File: config.mk
export PLATFORM = sky130hd
export DESIGN_NAME = matrix_result_reader_flat
export DESIGN_NICKNAME = d
export VERILOG_FILES = /design/src/rtl/matrix_result_reader_pkg.sv /design/src/rtl/matrix_result_reader_if.sv /design/src/rtl/rise_detect.sv /design/src/rtl/matrix_result_reader.sv /design/src/flat_wrapper.sv
export SDC_FILE = /design/constraint.sdc
export NUM_CORES = 1
export LEC_CHECK = 0
export CAP_MARGIN = 10
export CELL_PAD_IN_SITES_DETAIL_PLACEMENT = 1
export CELL_PAD_IN_SITES_GLOBAL_PLACEMENT = 2
export CORE_MARGIN = 2
export CORE_UTILIZATION = 24
export CTS_CLUSTER_SIZE = 8
export DETAILED_ROUTE_END_ITERATION = 16
export MAX_ROUTING_LAYER = met4
export PLACE_DENSITY = 0.78
export SYNTH_ARGS = -nofsm -noshare
export SYNTH_HDL_FRONTEND = slang
export SYNTH_HIERARCHICAL = 1
export SYNTH_SLANG_ARGS = --single-unit
File: constraint.sdc
create_clock -name clock -period 2.1 [get_ports clock]
set_clock_uncertainty 0.1 [all_clocks]
set_input_delay 0.21 -clock clock [delete_from_list [all_inputs] [get_ports clock]]
set_output_delay 0.21 -clock clock [all_outputs]
set_load 0.02 [all_outputs]
File: src/rtl/matrix_result_reader_pkg.sv
// Shared definitions for the matrix multiply result path: streaming state
// encoding and default geometry, common to the controller and result reader.
package matrix_result_reader_pkg;

    localparam int DEF_ENTRIES = 9;
    localparam int DEF_DATA_W  = 16;
    localparam int DEF_ADDR_W  = 4;

    typedef enum logic [2:0] {
        ST_IDLE    = 3'd0,
        ST_FETCH   = 3'd1,
        ST_WAIT    = 3'd2,
        ST_PRESENT = 3'd3,
        ST_DRAIN   = 3'd4
    } state_t;

endpackage

File: src/rtl/matrix_result_reader_if.sv
// Bundle of the result-reader signals: done flag, result-store read port,
// downstream valid/ready stream and busy status.
interface matrix_result_reader_if
    import matrix_result_reader_pkg::*;
#(
    parameter int DATA_W = DEF_DATA_W,
    parameter int ADDR_W = DEF_ADDR_W
) ();

    logic              done;
    logic [DATA_W-1:0] rd_data;
    logic              out_ready;
    logic              rd_en;
    logic [ADDR_W-1:0] rd_addr;
    logic [DATA_W-1:0] out_data;
    logic              out_valid;
    logic              out_last;
    logic              busy;

    // master is the reader itself; slave is the controller/store/sink side
    modport master (
        input  done, rd_data, out_ready,
        output rd_en, rd_addr, out_data, out_valid, out_last, busy
    );

    modport slave (
        output done, rd_data, out_ready,
        input  rd_en, rd_addr, out_data, out_valid, out_last, busy
    );

endinterface

File: src/rtl/rise_detect.sv
// Single-cycle 0->1 edge detector. A level already high when reset releases
// is not reported; the input must be seen low before an edge can fire.
module rise_detect (
    input  logic clock,
    input  logic reset,
    input  logic level,
    output logic rise
);

    logic level_q_reg;
    logic armed_reg;

    always_ff @(posedge clock) begin
        if (!reset) begin
            level_q_reg <= 1'b0;
            armed_reg   <= ~level;
        end else begin
            level_q_reg <= level;
            if (!level) begin
                armed_reg <= 1'b1;
            end
        end
    end

    assign rise = level & ~level_q_reg & armed_reg;

endmodule

File: src/rtl/matrix_result_reader.sv
// Streams ENTRIES result words out of the result store after each done
// rising edge, one registered read per entry, over a valid/ready handshake.
module matrix_result_reader
    import matrix_result_reader_pkg::*;
#(
    parameter int ENTRIES = DEF_ENTRIES,
    parameter int DATA_W  = DEF_DATA_W,
    parameter int ADDR_W  = DEF_ADDR_W
) (
    input  logic                   clock,
    input  logic                   reset,
    matrix_result_reader_if.master bus
);

    localparam logic [ADDR_W-1:0] LAST_IDX = ADDR_W'(ENTRIES - 1);

    state_t            state_reg, state_next;
    logic [ADDR_W-1:0] index_reg, index_next;
    logic [DATA_W-1:0] out_data_reg, out_data_next;
    logic              out_valid_reg, out_valid_next;
    logic              done_rise;

    rise_detect u_done_rise (
        .clock (clock),
        .reset (reset),
        .level (bus.done),
        .rise  (done_rise)
    );

    always_ff @(posedge clock) begin
        if (!reset) begin
            state_reg     <= ST_IDLE;
            index_reg     <= '0;
            out_data_reg  <= '0;
            out_valid_reg <= 1'b0;
        end else begin
            state_reg     <= state_next;
            index_reg     <= index_next;
            out_data_reg  <= out_data_next;
            out_valid_reg <= out_valid_next;
        end
    end

    // done edges are only consumed in IDLE, so toggles mid-stream are inert
    always_comb begin
        state_next     = state_reg;
        index_next     = index_reg;
        out_data_next  = out_data_reg;
        out_valid_next = out_valid_reg;
        case (state_reg)
            ST_IDLE: begin
                index_next     = '0;
                out_valid_next = 1'b0;
                if (done_rise) begin
                    state_next = ST_FETCH;
                end
            end
            ST_FETCH: begin
                state_next = ST_WAIT;
            end
            ST_WAIT: begin
                out_data_next  = bus.rd_data;
                out_valid_next = 1'b1;
                state_next     = ST_PRESENT;
            end
            ST_PRESENT: begin
                if (out_valid_reg && bus.out_ready) begin
                    out_valid_next = 1'b0;
                    if (index_reg == LAST_IDX) begin
                        state_next = ST_DRAIN;
                    end else begin
                        index_next = index_reg + 1'b1;
                        state_next = ST_FETCH;
                    end
                end
            end
            ST_DRAIN: begin
                if (!bus.done) begin
                    state_next = ST_IDLE;
                end
            end
            default: begin
                state_next = ST_IDLE;
            end
        endcase
    end

    assign bus.rd_en     = (state_reg == ST_FETCH);
    assign bus.rd_addr   = index_reg;
    assign bus.out_data  = out_data_reg;
    assign bus.out_valid = out_valid_reg;
    assign bus.out_last  = out_valid_reg && (index_reg == LAST_IDX);
    assign bus.busy      = (state_reg != ST_IDLE);

endmodule
File: src/flat_wrapper.sv
// flat-port wrapper written by rule: the top's interface ports become plain ports
module matrix_result_reader_flat import matrix_result_reader_pkg::*;
#(
    parameter int ENTRIES = DEF_ENTRIES,
    parameter int DATA_W  = DEF_DATA_W,
    parameter int ADDR_W  = DEF_ADDR_W
)
  (clock, reset, bus_done, bus_rd_data, bus_out_ready, bus_rd_en, bus_rd_addr, bus_out_data, bus_out_valid, bus_out_last, bus_busy);
  matrix_result_reader_if #(.DATA_W(DATA_W), .ADDR_W(ADDR_W)) bus_i ();
  input  logic clock;
  input  logic reset;
  input wire logic [$bits(bus_i.done)-1:0] bus_done;
  input wire logic [$bits(bus_i.rd_data)-1:0] bus_rd_data;
  input wire logic [$bits(bus_i.out_ready)-1:0] bus_out_ready;
  output wire logic [$bits(bus_i.rd_en)-1:0] bus_rd_en;
  output wire logic [$bits(bus_i.rd_addr)-1:0] bus_rd_addr;
  output wire logic [$bits(bus_i.out_data)-1:0] bus_out_data;
  output wire logic [$bits(bus_i.out_valid)-1:0] bus_out_valid;
  output wire logic [$bits(bus_i.out_last)-1:0] bus_out_last;
  output wire logic [$bits(bus_i.busy)-1:0] bus_busy;
  assign bus_i.done = bus_done;
  assign bus_i.rd_data = bus_rd_data;
  assign bus_i.out_ready = bus_out_ready;
  assign bus_rd_en = bus_i.rd_en;
  assign bus_rd_addr = bus_i.rd_addr;
  assign bus_out_data = bus_i.out_data;
  assign bus_out_valid = bus_i.out_valid;
  assign bus_out_last = bus_i.out_last;
  assign bus_busy = bus_i.busy;
  matrix_result_reader #(.ENTRIES(ENTRIES), .DATA_W(DATA_W), .ADDR_W(ADDR_W)) u_core (.clock(clock), .reset(reset), .bus(bus_i));
endmodule
# == After elaboration in Yosys (flattened, before gate mapping) ==
# Index checks and enable logic that the tools add are counted.
# word_totals
regBits,26
elab_cells,42
in_bits,20
out_inout_bits,24
# op_classes
reduce_logical,9
mux,12
addsub,1
n_eq_ne,10
bitwise,4
# ops
operator,n
3-bit case mux with 5 select lines,1
3-bit 2-to-1 mux,4
4-bit 2-to-1 mux,2
4-bit case mux with 2 select lines,1
3-bit by 2-bit equality test with 1-bit output (second input constant),2
2-bit != test (second input constant),3
3-bit AND reduction,2
3-bit nonzero test,2
4-bit by 1-bit adder with 4-bit output (second input constant),1
4-bit equality test (second input constant),1
2-bit by 1-bit != test with 1-bit output (second input constant),2
3-bit by 1-bit equality test with 1-bit output (second input constant),1
3-bit equality test (second input constant),1
3-bit logical NOT,1
1-bit 2-to-1 mux,3
1-bit case mux with 3 select lines,1
1-bit bitwise AND,2
1-bit logical AND,2
1-bit NOT,2
2-bit AND reduction,1
2-bit nonzero test,1

# == Depth between registers and ports, before layout ==
# Gate-level depths: netlist (run 1).
# logic_depth
depth_word,5
mapped_depth,6
mapped_depth_nobuf,5

# == Hierarchy ==
# The synthesis (run 1) kept the hierarchy.
# modules_own_cells
mod,seq_area_each_um2,cells_per_inst,instances,area_each_um2
matrix_result_reader,480.5,135,1,1102.3
rise_detect,50.0,6,1,76.3

# == Least setup slack after synthesis (run 1) ==
# Ideal clock, no wire load.
# synth_path
path_type,flip-flop to flip-flop
start,register u_core.index_reg[0] (netlist: u_core/bus.rd_addr[0])
end,register u_core.index_reg[0] (netlist: u_core/bus.rd_addr[0])
arrival_ns,1.586
path_slack_ns,0.351
period_less_slack_ns,1.749
path_stages_with_launch,7
n_path_buf,1
t_required_ns,1.937
setup_ns,0.063
cell_sequence,dfxtp_1 inv_1 ha_1 and3b_1 buf_6 or4_1 nand3_1
# synth_via
elab_chain_cells,4
word_cells_on_any_way,7
classes_between,add/sub (1); eq/ne (2); mux (3); reduce/logical (1)
# synth_rtl
element,line_no,text
from (decl),matrix_result_reader.sv:18,"logic [ADDR_W-1:0] index_reg, index_next;"
from (signal assigned),matrix_result_reader.sv:38,index_reg <= index_next;
4-bit by 1-bit adder with 4-bit output,matrix_result_reader.sv:72,index_next = index_reg + 1'b1;
4-bit 2-to-1 mux,matrix_result_reader.sv:69,if (index_reg == LAST_IDX) begin
4-bit 2-to-1 mux,matrix_result_reader.sv:67,if (out_valid_reg && bus.out_ready) begin
4-bit case mux with 2 select lines,matrix_result_reader.sv:50,case (state_reg)
# Several ways; a longest one is shown, not always the timed one. The select of a mux whose other input is x is not followed.
# A chain may end at the register's enable or synchronous reset.

# == Worst setup path after layout (run 1) ==
# layout_path
start,register u_core.state_reg[1]
end,output bus_busy
# layout_via
elab_chain_cells,1
# layout_rtl
element,line_no,text
from (decl),matrix_result_reader.sv:17,"state_t state_reg, state_next;"
from (signal assigned),matrix_result_reader.sv:37,state_reg <= state_next;
3-bit nonzero test,matrix_result_reader.sv:93,assign bus.busy = (state_reg != ST_IDLE);
to (decl),flat_wrapper.sv:20,output wire logic [$bits(bus_i.busy)-1:0] bus_busy;
# Every way passes these cells.

==> results of run 1 <==
-- stage by stage --
step,setup WS [ps],power [mW],instances,area [um^2],hold WS [ps]
2_1_floorplan,351,0.698,141,1180,246
3_3_place_gp,276,0.817,249,1690,342
3_5_place_dp,204,0.825,249,1690,351
4_1_cts,58.9,1.12,253,1740,364
5_1_grt,17.2,1.16,253,1740,372
6_report,72.5,1.10,253,1740,358
-- cells by family after synthesis --
logic type,count (synthesis),synth area share
XOR/XNOR,1,0.00743
adder cells (fa/ha/maj),2,0.0212
AND/OR/NAND/NOR,69,0.310
buffers and inverters,13,0.0584
AO/OA/AOI/OAI,30,0.153
flip-flops,26,0.450
-- cell usage in the layout (no fill, tap or decap) --
| cell | netlist | final |
|---|---|---|
| sky130_fd_sc_hd__a21oi_1 | 18 | 18 |
| sky130_fd_sc_hd__or3_1 | 1 | 1 |
| sky130_fd_sc_hd__a41o_1 | 1 | 1 |
| sky130_fd_sc_hd__clkdlybuf4s50_1 | 0 | 42 |
| sky130_fd_sc_hd__nor3b_4 | 1 | 1 |
| sky130_fd_sc_hd__and2_2 | 2 | 2 |
| sky130_fd_sc_hd__ha_1 | 2 | 2 |
| sky130_fd_sc_hd__o211ai_1 | 7 | 7 |
| sky130_fd_sc_hd__buf_4 | 2 | 7 |
| sky130_fd_sc_hd__dfxtp_1 | 25 | 24 |
| sky130_fd_sc_hd__clkbuf_1 | 2 | 1 |
| sky130_fd_sc_hd__and3b_1 | 3 | 3 |
| sky130_fd_sc_hd__nor2b_1 | 2 | 2 |
| sky130_fd_sc_hd__nand3_1 | 6 | 6 |
| sky130_fd_sc_hd__dfxtp_2 | 0 | 1 |
| sky130_fd_sc_hd__or4_1 | 3 | 3 |
| sky130_fd_sc_hd__nand3b_1 | 1 | 1 |
| sky130_fd_sc_hd__clkinv_1 | 1 | 1 |
| sky130_fd_sc_hd__or3b_1 | 1 | 1 |
| sky130_fd_sc_hd__nand2b_1 | 5 | 5 |
| sky130_fd_sc_hd__o21ai_0 | 2 | 2 |
| sky130_fd_sc_hd__nand4b_1 | 1 | 1 |
| sky130_fd_sc_hd__clkbuf_8 | 0 | 3 |
| sky130_fd_sc_hd__a32oi_1 | 1 | 1 |
| sky130_fd_sc_hd__nor3_1 | 1 | 1 |
| sky130_fd_sc_hd__edfxtp_1 | 1 | 1 |
| sky130_fd_sc_hd__inv_1 | 3 | 3 |
| sky130_fd_sc_hd__and4b_1 | 1 | 1 |
| sky130_fd_sc_hd__nor3b_1 | 1 | 1 |
| sky130_fd_sc_hd__nor4b_1 | 1 | 1 |
| sky130_fd_sc_hd__dlygate4sd2_1 | 0 | 1 |
| sky130_fd_sc_hd__a2111oi_0 | 1 | 1 |
| sky130_fd_sc_hd__nor2_1 | 4 | 4 |
| sky130_fd_sc_hd__xor2_1 | 1 | 1 |
| sky130_fd_sc_hd__nand2_1 | 35 | 35 |
-- cell type report --
cell class	instances	area, um^2	share of cell area
repair buffers	50	482	0.277
clock buffers	4	45.0	0.0259
flip-flops and latches	26	532	0.306
multi-input cells	102	579	0.334
well taps	67	83.8	0.0483
inverters	4	15.0	0.00865
-- worst max-delay path, stage by stage, from the launching register on --
cell and delay (ps):
sky130_fd_sc_hd__dfxtp_1 440, sky130_fd_sc_hd__or3_1 440, sky130_fd_sc_hd__clkdlybuf4s50_1 570
-- power groups by stage --
| stage | Combinational (mW) | Sequential, mW | Clock [mW] |
|---|---|---|---|
| global placement | 0.254 | 0.563 | 0 |
| global route | 0.282 | 0.559 | 0.318 |
| CTS | 0.261 | 0.554 | 0.306 |
| floorplan | 0.121 | 0.577 | 0 |
| detailed placement | 0.259 | 0.566 | 0 |
| finish | 0.257 | 0.554 | 0.287 |
-- metal layers --
| layer | global-route usage | vias to the layer above | share of wire |
|---|---|---|---|
| li1 | - | 576 | - |
| met1 | 0.143 | 560 | 0.42 |
| met2 | 0.239 | 23 | 0.53 |
| met3 | 0.0312 | 2 | 0.047 |
| met4 | 0.0182 | 0 | 0.0079 |
| met5 | - | - | 0 |
-- worst paths after layout --
check	start	endpoint	slack [ps]	depth (start not counted)
setup / recovery	u_core/state_reg[1]	bus_busy	70	2
hold / removal	u_core/bus.out_data[1]	u_core/bus.out_data[1]	360	2
setup reg to reg	u_core/bus.rd_addr[1]	u_core/bus.rd_addr[0]	340	6
hold reg to reg	u_core/bus.out_data[1]	u_core/bus.out_data[1]	360	2
==> metrics.md, run 1 <==
| Metric | Value |
|---|---|
| Power share of the clock group | `0.262` |
| Number of flip-flops in the largest register | `16` |
| I/O pins | `44` |
| Number of placement rows | `25` |
| IR drop worst, VDD | `378 uV` |
| Count of hold buffers inserted by post-cts repair | `0` |
| Starting density of the core | `0.250` |
| Switching power as a share of total power | `0.281` |
| Proportion of synthesized chip area in sequential cells | `0.450` |
| Number of buffers inserted during clock tree synthesis | `3` |
| Max cap viols | `0` |
| Combined area of all synthesized cells | `~1200 um^2` |
| CP Class | `register to output port` |
| Category of the worst setup path launch point | `register` |
| Critical path endpoint category | `output port` |
| Number of enable flip-flop cells after synthesis | `1` |
| Count of buffers added by post-CTS timing repair for setup | `0` |
| Class of the worst hold path | `register to register` |
| DPL Wire Length | `~2600 um` |
| Cell internal pwr | `0.789 mW` |
| Worst slew margin | `0.646` |
| Overall die area | `about 5500 um^2` |
| Cell type with the largest total area after synthesis | `sky130_fd_sc_hd__dfxtp_1` |
| Overall die height | `about 74 um` |
| Final core occ | `0.368` |
| Die outline width | `around 74 um` |
| Area added between synthesis and finish | `47.3%` |
| Number of gates resized after CTS | `2` |
| Required time at the worst-slack endpoint | `between 1500 and 2000 ps` |
| Cell with the most instances after synthesis | `sky130_fd_sc_hd__nand2_1` |
| Count of final hold-check violations | `0` |
| Finish-stage setup viols | `0` |
| Unrepaired setup endpoints after global routing | `false` |
| GRT Util Overall | `0.129` |
| Power density over the cells | `between 600 and 700 nW/um^2` |
| Antenna diode count | `0` |
| Area share of the largest cell type after synthesis | `0.425` |
| Number of warning messages in the yosys log | `6` |
| Average wire per cell in the routed design | `between 10 and 15 um` |
| Routed via count | `around 1200` |
| Max Clock Freq | `slightly below 500 MHz` |
| Maximum number of pins on one net before global-route repair | `17` |
| Period utilization | `0.965` |
| Top cells by instance count after synthesis | `sky130_fd_sc_hd__nand2_1 (35), sky130_fd_sc_hd__dfxtp_1 (25), sky130_fd_sc_hd__a21oi_1 (18)` |
| Placeable Area | `approximately 4700 um^2` |
| Routed via count divided by cell count | `around 4.6` |
| Clock sink count | `26` |
| Crit Path Max Fanout | `13` |
| Placer congestion estimate | `around 0.8` |
| Async set-reset flop share out of synthesis | `0` |
| Nets in the synthesized netlist | `163` |
| Number of standard cells after synthesis | `approximately 140` |
| Via count of the first global-routing pass | `1188` |
| CTS H-Tree Depth | `1` |
| Pins Over Slew Limit | `0` |
| Cell chosen for the clock root | `sky130_fd_sc_hd__clkbuf_8` |
| Measured slew at the worst slew-check pin | `approximately 530 ps` |
| Minimum period implied by the final worst setup slack | `a little over 2000 ps` |
| Logic pwr share | `0.234` |
| Leading cell types by total area after synthesis | `sky130_fd_sc_hd__dfxtp_1 (42%), sky130_fd_sc_hd__nand2_1 (11%), sky130_fd_sc_hd__a21oi_1 (7.6%)` |
| Leakage power total | `about 0.61 nW` |
| Outcome | `finished clean` |
| Wire length of the first global-routing pass | `5400 um` |
| Fraction of power consumed by sequential logic | `0.504` |
| GRT overflow | `0` |
| Iteration count of the initial detailed-routing pass | `4` |
| Antenna-violating nets left | `0` |
| Fraction of layout cells with a size suffix above 1 | `0.0753` |
| Clock Pin Slew Worst Setup and Hold Paths | `approximately 90 ps` |
| Clock tree from TritonCTS | `done` |
| Main flop type after synthesis | `sky130_fd_sc_hd__dfxtp_1` |
| CP Data Arrival Time | `roughly 1700 ps` |
| Number of distinct library cells after synthesis | `33` |
| Initial antenna violation count | `0` |
| Layout filler cell count | `547` |
| Number of storage elements in the synthesis netlist | `26` |
| Port Buffers | `43` |
| Power spent charging and discharging nets | `~0.3 mW` |
| Violation count after the first detailed-routing iteration | `33` |
| Total Neg Setup Slack | `0 ps` |
| Maximum number of buffers from clock root to sink | `2` |
| DRC violation count after routing | `0` |
| WL final | `about 3400 um` |
| Mapped Avg Cell Area | `8.36 um^2` |
| Final #Nets | `roughly 210` |
| Clock insertion delay at the later pin of the skew report | `roughly 260 ps` |
No activity file was read; power rests on OpenSTA's default activity.
==> run 2: changes to the inputs <==
- CAP_MARGIN: 10 -> default
==> results of run 2 <==
The final DEF is identical to that of run 1; final timing and power are the same.
==> run 3: changes to the inputs <==
- ABC_AREA: default -> 1
- CORE_UTILIZATION: 24 -> 22
- PLACE_DENSITY: 0.78 -> 0.77
==> run 3 against run 2 <==
Compared with the run above:
- flip-flop and latch count unchanged
- sequential power is 34% higher
- power rose by 84%
- global-route usage decreased by 1.3 points
- synthesized cell count is 5.7% higher
- via count decreased by 6.1%
- setup slack better by 86 ps
- largest cell class is now sequential cells
- die area increased by 0.81%
==> metrics.md, run 3 <==
| Metric | Value |
|---|---|
| Clock tree from TritonCTS | `done` |
| Via count of the first global-routing pass | `around 1100` |
| Nets in the synthesized netlist | `about 170` |
| Wire length of the first global-routing pass | `4810 um` |
| WL final | `roughly 3000 um` |
| Count of final hold-check violations | `0` |
| Combined area of all synthesized cells | `1090 um^2` |
| Number of placement rows | `25` |
| Total Neg Setup Slack | `0 ps` |
| Max Clock Freq | `between 500 and 600 MHz` |
| Number of warning messages in the yosys log | `6` |
| Leading cell types by total area after synthesis | `sky130_fd_sc_hd__dfxtp_1 (46%), sky130_fd_sc_hd__inv_1 (10%), sky130_fd_sc_hd__a21oi_1 (9.6%)` |
| Starting density of the core | `0.229` |
| GRT Util Overall | `0.116` |
| CP Data Arrival Time | `1630 ps` |
| Cell internal pwr | `approximately 1.2 mW` |
| Cell type with the largest total area after synthesis | `sky130_fd_sc_hd__dfxtp_1` |
| Initial antenna violation count | `0` |
| Final #Nets | `roughly 220` |
| Cells along the critical path | `inv_1 > nor3_1 > clkdlybuf4s50_1` |
| Cell chosen for the clock root | `sky130_fd_sc_hd__clkbuf_8` |
| Average wire per cell in the routed design | `between 10 and 15 um` |
| Number of storage elements in the synthesis netlist | `26` |
| Iteration count of the initial detailed-routing pass | `4` |
| Clock insertion delay at the later pin of the skew report | `270 ps` |
| Port Buffers | `43` |
| Number of flip-flops in the largest register | `16` |
| Worst path bufs/invs | `2` |
| Clock sink count | `26` |
| Highest-delay cell along the critical path | `sky130_fd_sc_hd__clkdlybuf4s50_1` |
| CP max stage delay | `between 600 and 700 ps` |
| Required time at the worst-slack endpoint | `between 1500 and 2000 ps` |
| Setup slack on the worst flop-to-flop path | `around 520 ps` |
| GRT overflow | `0` |
| Fraction of power consumed by sequential logic | `0.366` |
| Overall die height | `74.4 um` |
| Mapped Avg Cell Area | `between 7 and 8 um^2` |
| Critical path endpoint category | `output port` |
| Power spent charging and discharging nets | `0.793 mW` |
| Async set-reset flop share out of synthesis | `0` |
| Commonest non-fill, non-tap cell in the layout | `sky130_fd_sc_hd__clkdlybuf4s50_1` |
| Number of standard cells after synthesis | `149` |
| Measured slew at the worst slew-check pin | `approximately 540 ps` |
| Clock Pin Slew Worst Setup and Hold Paths | `roughly 90 ps` |
| Maximum number of buffers from clock root to sink | `2` |
| Cell with the most instances after synthesis | `sky130_fd_sc_hd__inv_1` |
| Outcome | `finished clean` |
| Class of the worst hold path | `register to register` |
| Routed via count divided by cell count | `between 4 and 5` |
| Period utilization | `0.924` |
| Pins Over Slew Limit | `0` |
| Fraction of layout cells with a size suffix above 1 | `0.0518` |
| Crit Path Max Fanout | `4` |
| Worst hold slack across all endpoints | `roughly 350 ps` |
| CP Class | `register to output port` |
| Antenna diode count | `0` |
| Worst slew margin | `0.639` |
| Power density over the cells | `about 1200 nW/um^2` |
| Overall die area | `5530 um^2` |
| Main flop type after synthesis | `sky130_fd_sc_hd__dfxtp_1` |
| CTS H-Tree Depth | `1` |
| Top cells by instance count after synthesis | `sky130_fd_sc_hd__inv_1 (29), sky130_fd_sc_hd__dfxtp_1 (25), sky130_fd_sc_hd__nand2_1 (24)` |
| Area added between synthesis and finish | `51.8%` |
| Antenna-violating nets left | `0` |
| DPL Wire Length | `roughly 2300 um` |
| Number of distinct library cells after synthesis | `18` |
| Unrepaired setup endpoints after global routing | `false` |
| IR drop worst, VDD | `386 uV` |
| Number of buffers inserted during clock tree synthesis | `3` |
| Dpl cell area | `1600 um^2` |
| Max cap viols | `0` |
| Most frequent cells in the layout | `sky130_fd_sc_hd__clkdlybuf4s50_1 (42), sky130_fd_sc_hd__inv_1 (29), sky130_fd_sc_hd__dfxtp_1 (25), sky130_fd_sc_hd__nand2_1 (24), sky130_fd_sc_hd__a21oi_1 (21)` |
| Routed via count | `between 1000 and 1500` |
| Finish-stage setup viols | `0` |
| Count of hold buffers inserted by post-cts repair | `0` |
| Proportion of synthesized chip area in sequential cells | `0.487` |
| Largest delay contributor family on the critical path | `buffers and inverters` |
| Die outline width | `between 70 and 80 um` |
| Leakage power total | `roughly 0.65 nW` |
| Power share of the clock group | `0.160` |
| Switching power as a share of total power | `0.392` |
| I/O pins | `44` |
| Placeable Area | `around 4800 um^2` |
| Maximum number of pins on one net before global-route repair | `34` |
| Area share of the largest cell type after synthesis | `0.459` |
| DRC violation count after routing | `0` |
| Number of enable flip-flop cells after synthesis | `1` |
| Post-route design area | `between 1500 and 2000 um^2` |
| Minimum period implied by the final worst setup slack | `a little under 2000 ps` |
| Category of the worst setup path launch point | `register` |
| Placer congestion estimate | `between 0.8 and 0.9` |
| Violation count after the first detailed-routing iteration | `29` |
| Logic pwr share | `0.473` |
-- run 3: path summary, 6_finish.rpt --
kind,from,end,cells past startpoint
worst max-delay path,u_core/state_reg[0],bus_rd_en,3
worst min-delay path,u_core/bus.out_data[1],u_core/bus.out_data[1],2
worst max register to register,u_core/state_reg[0],u_core/bus.out_data[11],4
worst min register to register,u_core/bus.out_data[1],u_core/bus.out_data[1],2
-- run 3: worst register-to-register path, stage by stage (launching register included) --
cell	delay (ps)
sky130_fd_sc_hd__dfxtp_1	340
sky130_fd_sc_hd__inv_1	130
sky130_fd_sc_hd__nand3_2	450
sky130_fd_sc_hd__o21ai_0	370
sky130_fd_sc_hd__a21oi_1	60
-- run 3: final cells by class --
cell class	instances	area, um^2
Clock buffer	4	55.1
Fill cell	597	3100
Inverter	30	113
Multi-Input combinational cell	88	424
Sequential cell	26	531
Tap cell	67	83.8
Timing Repair Buffer	45	448
-- run 3: power by group through the flow --
stage	clock network, mW	logic [mW]	registers [mW]
detailed placement	0	0.973	0.755
global placement	0	0.950	0.745
finish	0.324	0.957	0.741
floorplan	0	0.405	0.888
global route	0.365	1.04	0.767
CTS	0.343	0.978	0.746
-- run 3: repair_timing --
item / CTS / global route
setup buffers: 0 / 0
setup endpoints to repair: 0 / 1
resized for setup: 0 / 1
-- run 3: logic make-up after synthesis --
family	count (synthesis)	synth area share
buf+inv	35	0.124
simple gates	44	0.170
fa+ha+maj	2	0.0230
compound gates	42	0.196
flops	26	0.487
-- run 3: through the flow --
step | cells | power, mW | util | worst slack, ps
2_1_floorplan | 149 | 1.29 | - | 653
3_3_place_gp | 256 | 1.69 | 0.336 | 407
3_5_place_dp | 256 | 1.73 | 0.336 | 366
4_1_cts | 260 | 2.07 | 0.347 | 46.4
5_1_grt | 260 | 2.18 | 0.348 | 26.1
6_report | 260 | 2.02 | 0.348 | 159
-- run 3: layer usage --
layer	vias to the layer above	global-route usage	share of wire
met1	509	0.120	0.42
met2	25	0.214	0.52
met3	4	0.0271	0.048
li1	552	-	-
met4	0	0.0397	0.0098
met5	-	-	0
